**src/rtl/alu_operand_stage.sv**
```systemverilog
// alu_operand_stage: ID/EX stage with forwarding and operand select. In: decode/regfile/forwarding buses and Stall/Flush. Out: registered DataA/DataB/ALUSel/StoreData/RdAddrOut/RegWEnOut/OutValid.
module alu_operand_stage #(
  parameter int WIDTH_DATA_LENGTH   = 32,
  parameter int WIDTH_ALUSEL_LENGTH = 4,
  parameter int WIDTH_REG_ADDR      = 5
) (
  input  logic                           clk,
  input  logic                           rst,
  input  logic                           InValid,
  output logic                           InReady,
  input  logic                           Stall,
  input  logic                           Flush,
  input  logic [WIDTH_DATA_LENGTH-1:0]   PC,
  input  logic [WIDTH_DATA_LENGTH-1:0]   RS1Data,
  input  logic [WIDTH_DATA_LENGTH-1:0]   RS2Data,
  input  logic [WIDTH_DATA_LENGTH-1:0]   Imm,
  input  logic [WIDTH_REG_ADDR-1:0]      RS1Addr,
  input  logic [WIDTH_REG_ADDR-1:0]      RS2Addr,
  input  logic [WIDTH_REG_ADDR-1:0]      RdAddr,
  input  logic                           RegWEn,
  input  logic                           ASel,
  input  logic                           BSel,
  input  logic [WIDTH_ALUSEL_LENGTH-1:0] ALUSelIn,
  input  logic                           ExMemRegWEn,
  input  logic [WIDTH_REG_ADDR-1:0]      ExMemRd,
  input  logic [WIDTH_DATA_LENGTH-1:0]   ExMemData,
  input  logic                           MemWbRegWEn,
  input  logic [WIDTH_REG_ADDR-1:0]      MemWbRd,
  input  logic [WIDTH_DATA_LENGTH-1:0]   MemWbData,
  output logic [WIDTH_DATA_LENGTH-1:0]   DataA,
  output logic [WIDTH_DATA_LENGTH-1:0]   DataB,
  output logic [WIDTH_ALUSEL_LENGTH-1:0] ALUSel,
  output logic [WIDTH_DATA_LENGTH-1:0]   StoreData,
  output logic [WIDTH_REG_ADDR-1:0]      RdAddrOut,
  output logic                           RegWEnOut,
  output logic                           OutValid
);
  logic [WIDTH_DATA_LENGTH-1:0] fwd_a, fwd_b;
  logic kill;
  always_comb begin
    fwd_a = (ExMemRegWEn && ExMemRd == RS1Addr && RS1Addr != '0) ? ExMemData :
            (MemWbRegWEn && MemWbRd == RS1Addr && RS1Addr != '0) ? MemWbData : RS1Data;
    fwd_b = (ExMemRegWEn && ExMemRd == RS2Addr && RS2Addr != '0) ? ExMemData :
            (MemWbRegWEn && MemWbRd == RS2Addr && RS2Addr != '0) ? MemWbData : RS2Data;
    kill  = Flush || !InValid;
  end
  assign InReady = ~Stall;
  always_ff @(posedge clk or posedge rst) begin
    if (rst) begin
      DataA     <= '0;
      DataB     <= '0;
      ALUSel    <= '0;
      StoreData <= '0;
      RdAddrOut <= '0;
      RegWEnOut <= 1'b0;
      OutValid  <= 1'b0;
    end else if (Flush || !Stall) begin
      DataA     <= kill ? '0 : (ASel ? PC : fwd_a);
      DataB     <= kill ? '0 : (BSel ? Imm : fwd_b);
      ALUSel    <= kill ? '0 : ALUSelIn;
      StoreData <= kill ? '0 : fwd_b;
      RdAddrOut <= kill ? '0 : RdAddr;
      RegWEnOut <= !kill && RegWEn;
      OutValid  <= !kill;
    end
  end
endmodule

```
**config.mk**
```make
export PLATFORM = sky130hd
export DESIGN_NAME = alu_operand_stage
export DESIGN_NICKNAME = d
export VERILOG_FILES = /design/src/rtl/alu_operand_stage.sv
export SDC_FILE = /design/constraint.sdc
export NUM_CORES = 1
export LEC_CHECK = 0
export CAP_MARGIN = 5
export CORE_MARGIN = 5
export CORE_UTILIZATION = 40
export DETAILED_ROUTE_END_ITERATION = 8
export PLACE_DENSITY = 0.86
export SYNTH_ARGS = -nofsm -noshare
export SYNTH_HDL_FRONTEND = slang
export SYNTH_SLANG_ARGS = --single-unit
```
**constraint.sdc**
```tcl
create_clock -name clk -period 4.02 [get_ports clk]
set_input_delay 0.804 -clock clk [delete_from_list [all_inputs] [get_ports clk]]
set_output_delay 0.804 -clock clk [all_outputs]
set_load 0.1 [all_outputs]
```
==> metrics.log <==
INFO  metric run_status = finished, final reports clean
INFO  metric max_slew_margin = 21.4%
INFO  metric clock_tree.buffer_depth = 2
INFO  metric drc = 0
INFO  metric via_count = slightly above 7k
INFO  metric leftover_overflow_at_the_end_of_global_routing = 0
INFO  metric synth.area.top_cells = sky130_fd_sc_hd__dfrtp_1 (41%), sky130_fd_sc_hd__o31ai_1 (6.3%), sky130_fd_sc_hd__a211oi_2 (5.8%), sky130_fd_sc_hd__a21oi_1 (5.0%), sky130_fd_sc_hd__mux2i_1 (5.0%)
INFO  metric share_of_layout_cells_above_drive_strength_1 = 9.05%
INFO  metric syn-instance-count = about 650
INFO  metric synthesis.area_per_instance = ~10 um^2
INFO  metric required_time_of_the_worst_setup_path = roughly 4.2 ns
INFO  metric ff_latch_count_synth = between 100 and 150
INFO  metric clock_latency = about 0.35 ns
INFO  metric drt_iter0_drc = ~630
INFO  metric setup-violations-final = 0
INFO  metric crit_path_start_kind = input pin
INFO  metric worstMarginPinSlew = approximately 1.2 ns
INFO  metric routed_via_density = about 6.1
INFO  metric nets = roughly 1.2k
INFO  metric drt_first_pass_iters = 8
INFO  metric cts.sinks = 107
INFO  metric core = ~16000 um^2
INFO  metric slew_viol_final = 0
INFO  metric antenna_cells = 0
INFO  metric yosysTopAreaCellShare = 41.5%
INFO  metric fin_total_pwr = between 3000 and 4000 uW
INFO  metric post_cts_resize_count = 0
INFO  metric netlist-cell-type-count = 31
INFO  metric skew = 0 ns
INFO  metric rsz0062_at_grt = false
INFO  metric vias_in_the_first_global_route = 7344
INFO  metric portBuffers = around 340
INFO  metric numPlacedInstances = about 1.2k
INFO  metric synth_area = ~6500 um^2
INFO  metric cts.hold.buffers_added = 0
INFO  metric timing.hold.worst.class = flop to flop
INFO  metric grt.total_usage = between 20% and 30%
INFO  metric timing_worst_setup_path_type = input pin to flop
INFO  metric hold_violations = 0
INFO  metric htree_num_levels = 3
INFO  metric synthesis.yosys.warnings = 0
INFO  metric clockRootBuffer = sky130_fd_sc_hd__clkbuf_16
INFO  metric synth_nets = 879
INFO  metric grt_first_pass_wirelength = roughly 42000 um
INFO  metric wl_per_cell = ~24 um
INFO  metric path_buf_inv = 2
INFO  metric post-synth-top-area-cell = sky130_fd_sc_hd__dfrtp_1
INFO  metric critical_path.cell_chain = clkdlybuf4s50_1 -> xnor2_1 -> nand4_1 -> or3_2 -> buf_12 -> a211oi_1 -> o31ai_1
INFO  metric drt-total-wl = approximately 28000 um
INFO  metric setup_total_negative_slack = 0 ns
INFO  metric post-dp-hpwl = between 20000 and 25000 um
INFO  metric critPathMaxStageDelay = approximately 0.7 ns
INFO  metric timing.critical_path.max_delay_family = buffers and inverters
INFO  metric dieWidth = about 140 um
INFO  metric critPathSlowestCell = sky130_fd_sc_hd__or3_2
INFO  metric clock_tree_from_tritoncts = yes
INFO  metric critical_path_arrival = approximately 3.1 ns
INFO  metric post-cts-setup-buffer-count = 0
INFO  metric cap_viol_max_count = 0
INFO  metric top_level_ports = between 300 and 400
INFO  metric remaining_antenna_violation_count = 0
INFO  metric leakagePower = ~0.0038 uW
INFO  metric cp_max_fo = 17
INFO  metric finish.cell_count_without_fillers = about 1.2k
INFO  metric clkTransAtPathRegs = 0.07 ns
INFO  metric mostFrequentLayoutCell = sky130_fd_sc_hd__clkdlybuf4s50_1
INFO  metric period_share = between 70% and 80%
INFO  metric final_period_minus_worst_setup_slack = 2.95 ns
INFO  metric p_per_area = a little under 300 nW/um^2
INFO  metric place_congestion = 0.885
INFO  metric antenna_violations_before_repair = 0
INFO  metric worstSetupEndpointType = flop
INFO  metric placement_rows = 46
INFO  metric clock.fmax = about 340 MHz
INFO  metric initial_core_util = between 40% and 50%
INFO  metric area_growth_from_synthesis_to_final_layout = 59.5%
INFO  metric numCtsBuffers = 9
INFO  metric grt_start_max_net_pins = 140
INFO  metric peakVddDrop = 180 uV
INFO  metric dieArea = about 19000 um^2
INFO  metric layout_common_cells = sky130_fd_sc_hd__clkdlybuf4s50_1 (336), sky130_fd_sc_hd__dfrtp_1 (107), sky130_fd_sc_hd__a21oi_1 (64)
INFO  metric die_h = around 140 um
INFO  metric synth-seq-area-share = between 40 and 50%
## synthesized netlist by cell type, drive strengths merged
cell type and n:
clkbuf 52, mux2i 32, or4 34, o211ai 3, nand2b 33, and2 1
a32oi 32, inv 2, or2 1, nand4 4, a22oi 32, nor2 37
a21oi 64, a22o 10, buf 17, nor4b 32, nand2 36, xnor2 20
o21bai 1, a211oi 32, or3 1, and3 1, o31ai 64, dfrtp 107
## worst paths after layout
kind                                           start                         to  slack (ns)  depth (start not counted)
hold reg to reg            StoreData[14]$_DFFE_PP0P_  StoreData[14]$_DFFE_PP0P_        0.49                          2
max in group asynchronous                        rst      DataA[23]$_DFFE_PP0P_        2.32                          3
hold / removal             StoreData[14]$_DFFE_PP0P_  StoreData[14]$_DFFE_PP0P_        0.49                          2
setup / recovery                          RS2Addr[0]      DataB[30]$_DFFE_PP0P_        1.07                          7
setup reg to reg               DataB[18]$_DFFE_PP0P_      DataB[18]$_DFFE_PP0P_        3.13                          2
min in group asynchronous                        rst       DataB[2]$_DFFE_PP0P_        0.94                          2
## power breakdown
part	leakage, uW	switching (uW)	total, uW	internal (uW)
sequential	0.00146	33.4	1160	1120
combinational	0.00220	640	1020	381
clock	0.000146	420	878	458
total	0.00380	1090	3050	1960
## cell families after synthesis
family                 count (synthesis)  synth area share [%]
AO/OA/AOI/OAI                        238                  29.2
AND/OR/NAND/NOR                      180                  16.7
multiplexers                          32                  4.96
flip-flops                           107                  41.5
buffers and inverters                 71                  4.94
XOR/XNOR                              20                  2.71
## state kept, by name, summed over array words and instances, names as in the netlist
| name | cells |
|---|---|
| DataB | 32 |
| RegWEnOut | 1 |
| DataA | 32 |
| ALUSel | 4 |
| OutValid | 1 |
| RdAddrOut | 5 |
| StoreData | 32 |
## worst reg2reg max path, cell delays in order, from the launching register on
cell	delay (ns)
sky130_fd_sc_hd__dfrtp_1	0.40
sky130_fd_sc_hd__a22oi_1	0.23
sky130_fd_sc_hd__o31ai_1	0.11
## metal layers
metal,vias to the layer above,track usage (%),wire length [um]
li1,3119,-,-
met1,3481,36.1,10800
met2,464,48.4,13700
met3,72,6.73,2860
met4,0,13.5,959
met5,-,0,0
## per-stage QoR
| stage | hold slack [ns] | utilization, % | setup WS [ns] | cell area, um^2 |
|---|---|---|---|---|
| 2_1_floorplan | 0.937 | - | 0.399 | 6450 |
| 3_3_place_gp | 0.460 | 63.0 | 0.809 | 10000 |
| 3_5_place_dp | 0.466 | 63.0 | 0.752 | 10000 |
| 4_1_cts | 0.491 | 64.8 | 1.08 | 10300 |
| 5_1_grt | 0.515 | 64.8 | 0.972 | 10300 |
| 6_report | 0.489 | 64.8 | 1.07 | 10300 |
## cell type report
| class | count | area, um^2 |
|---|---|---|
| inverters | 2 | 10.0 |
| fillers | 1309 | 5590 |
| clock buffers | 11 | 253 |
| well taps | 216 | 270 |
| flip-flops and latches | 107 | 2680 |
| repair buffers | 355 | 3550 |
| clock inverters | 5 | 36.3 |
| multi-input cells | 470 | 3500 |
No activity file was read; power rests on OpenSTA's default activity.
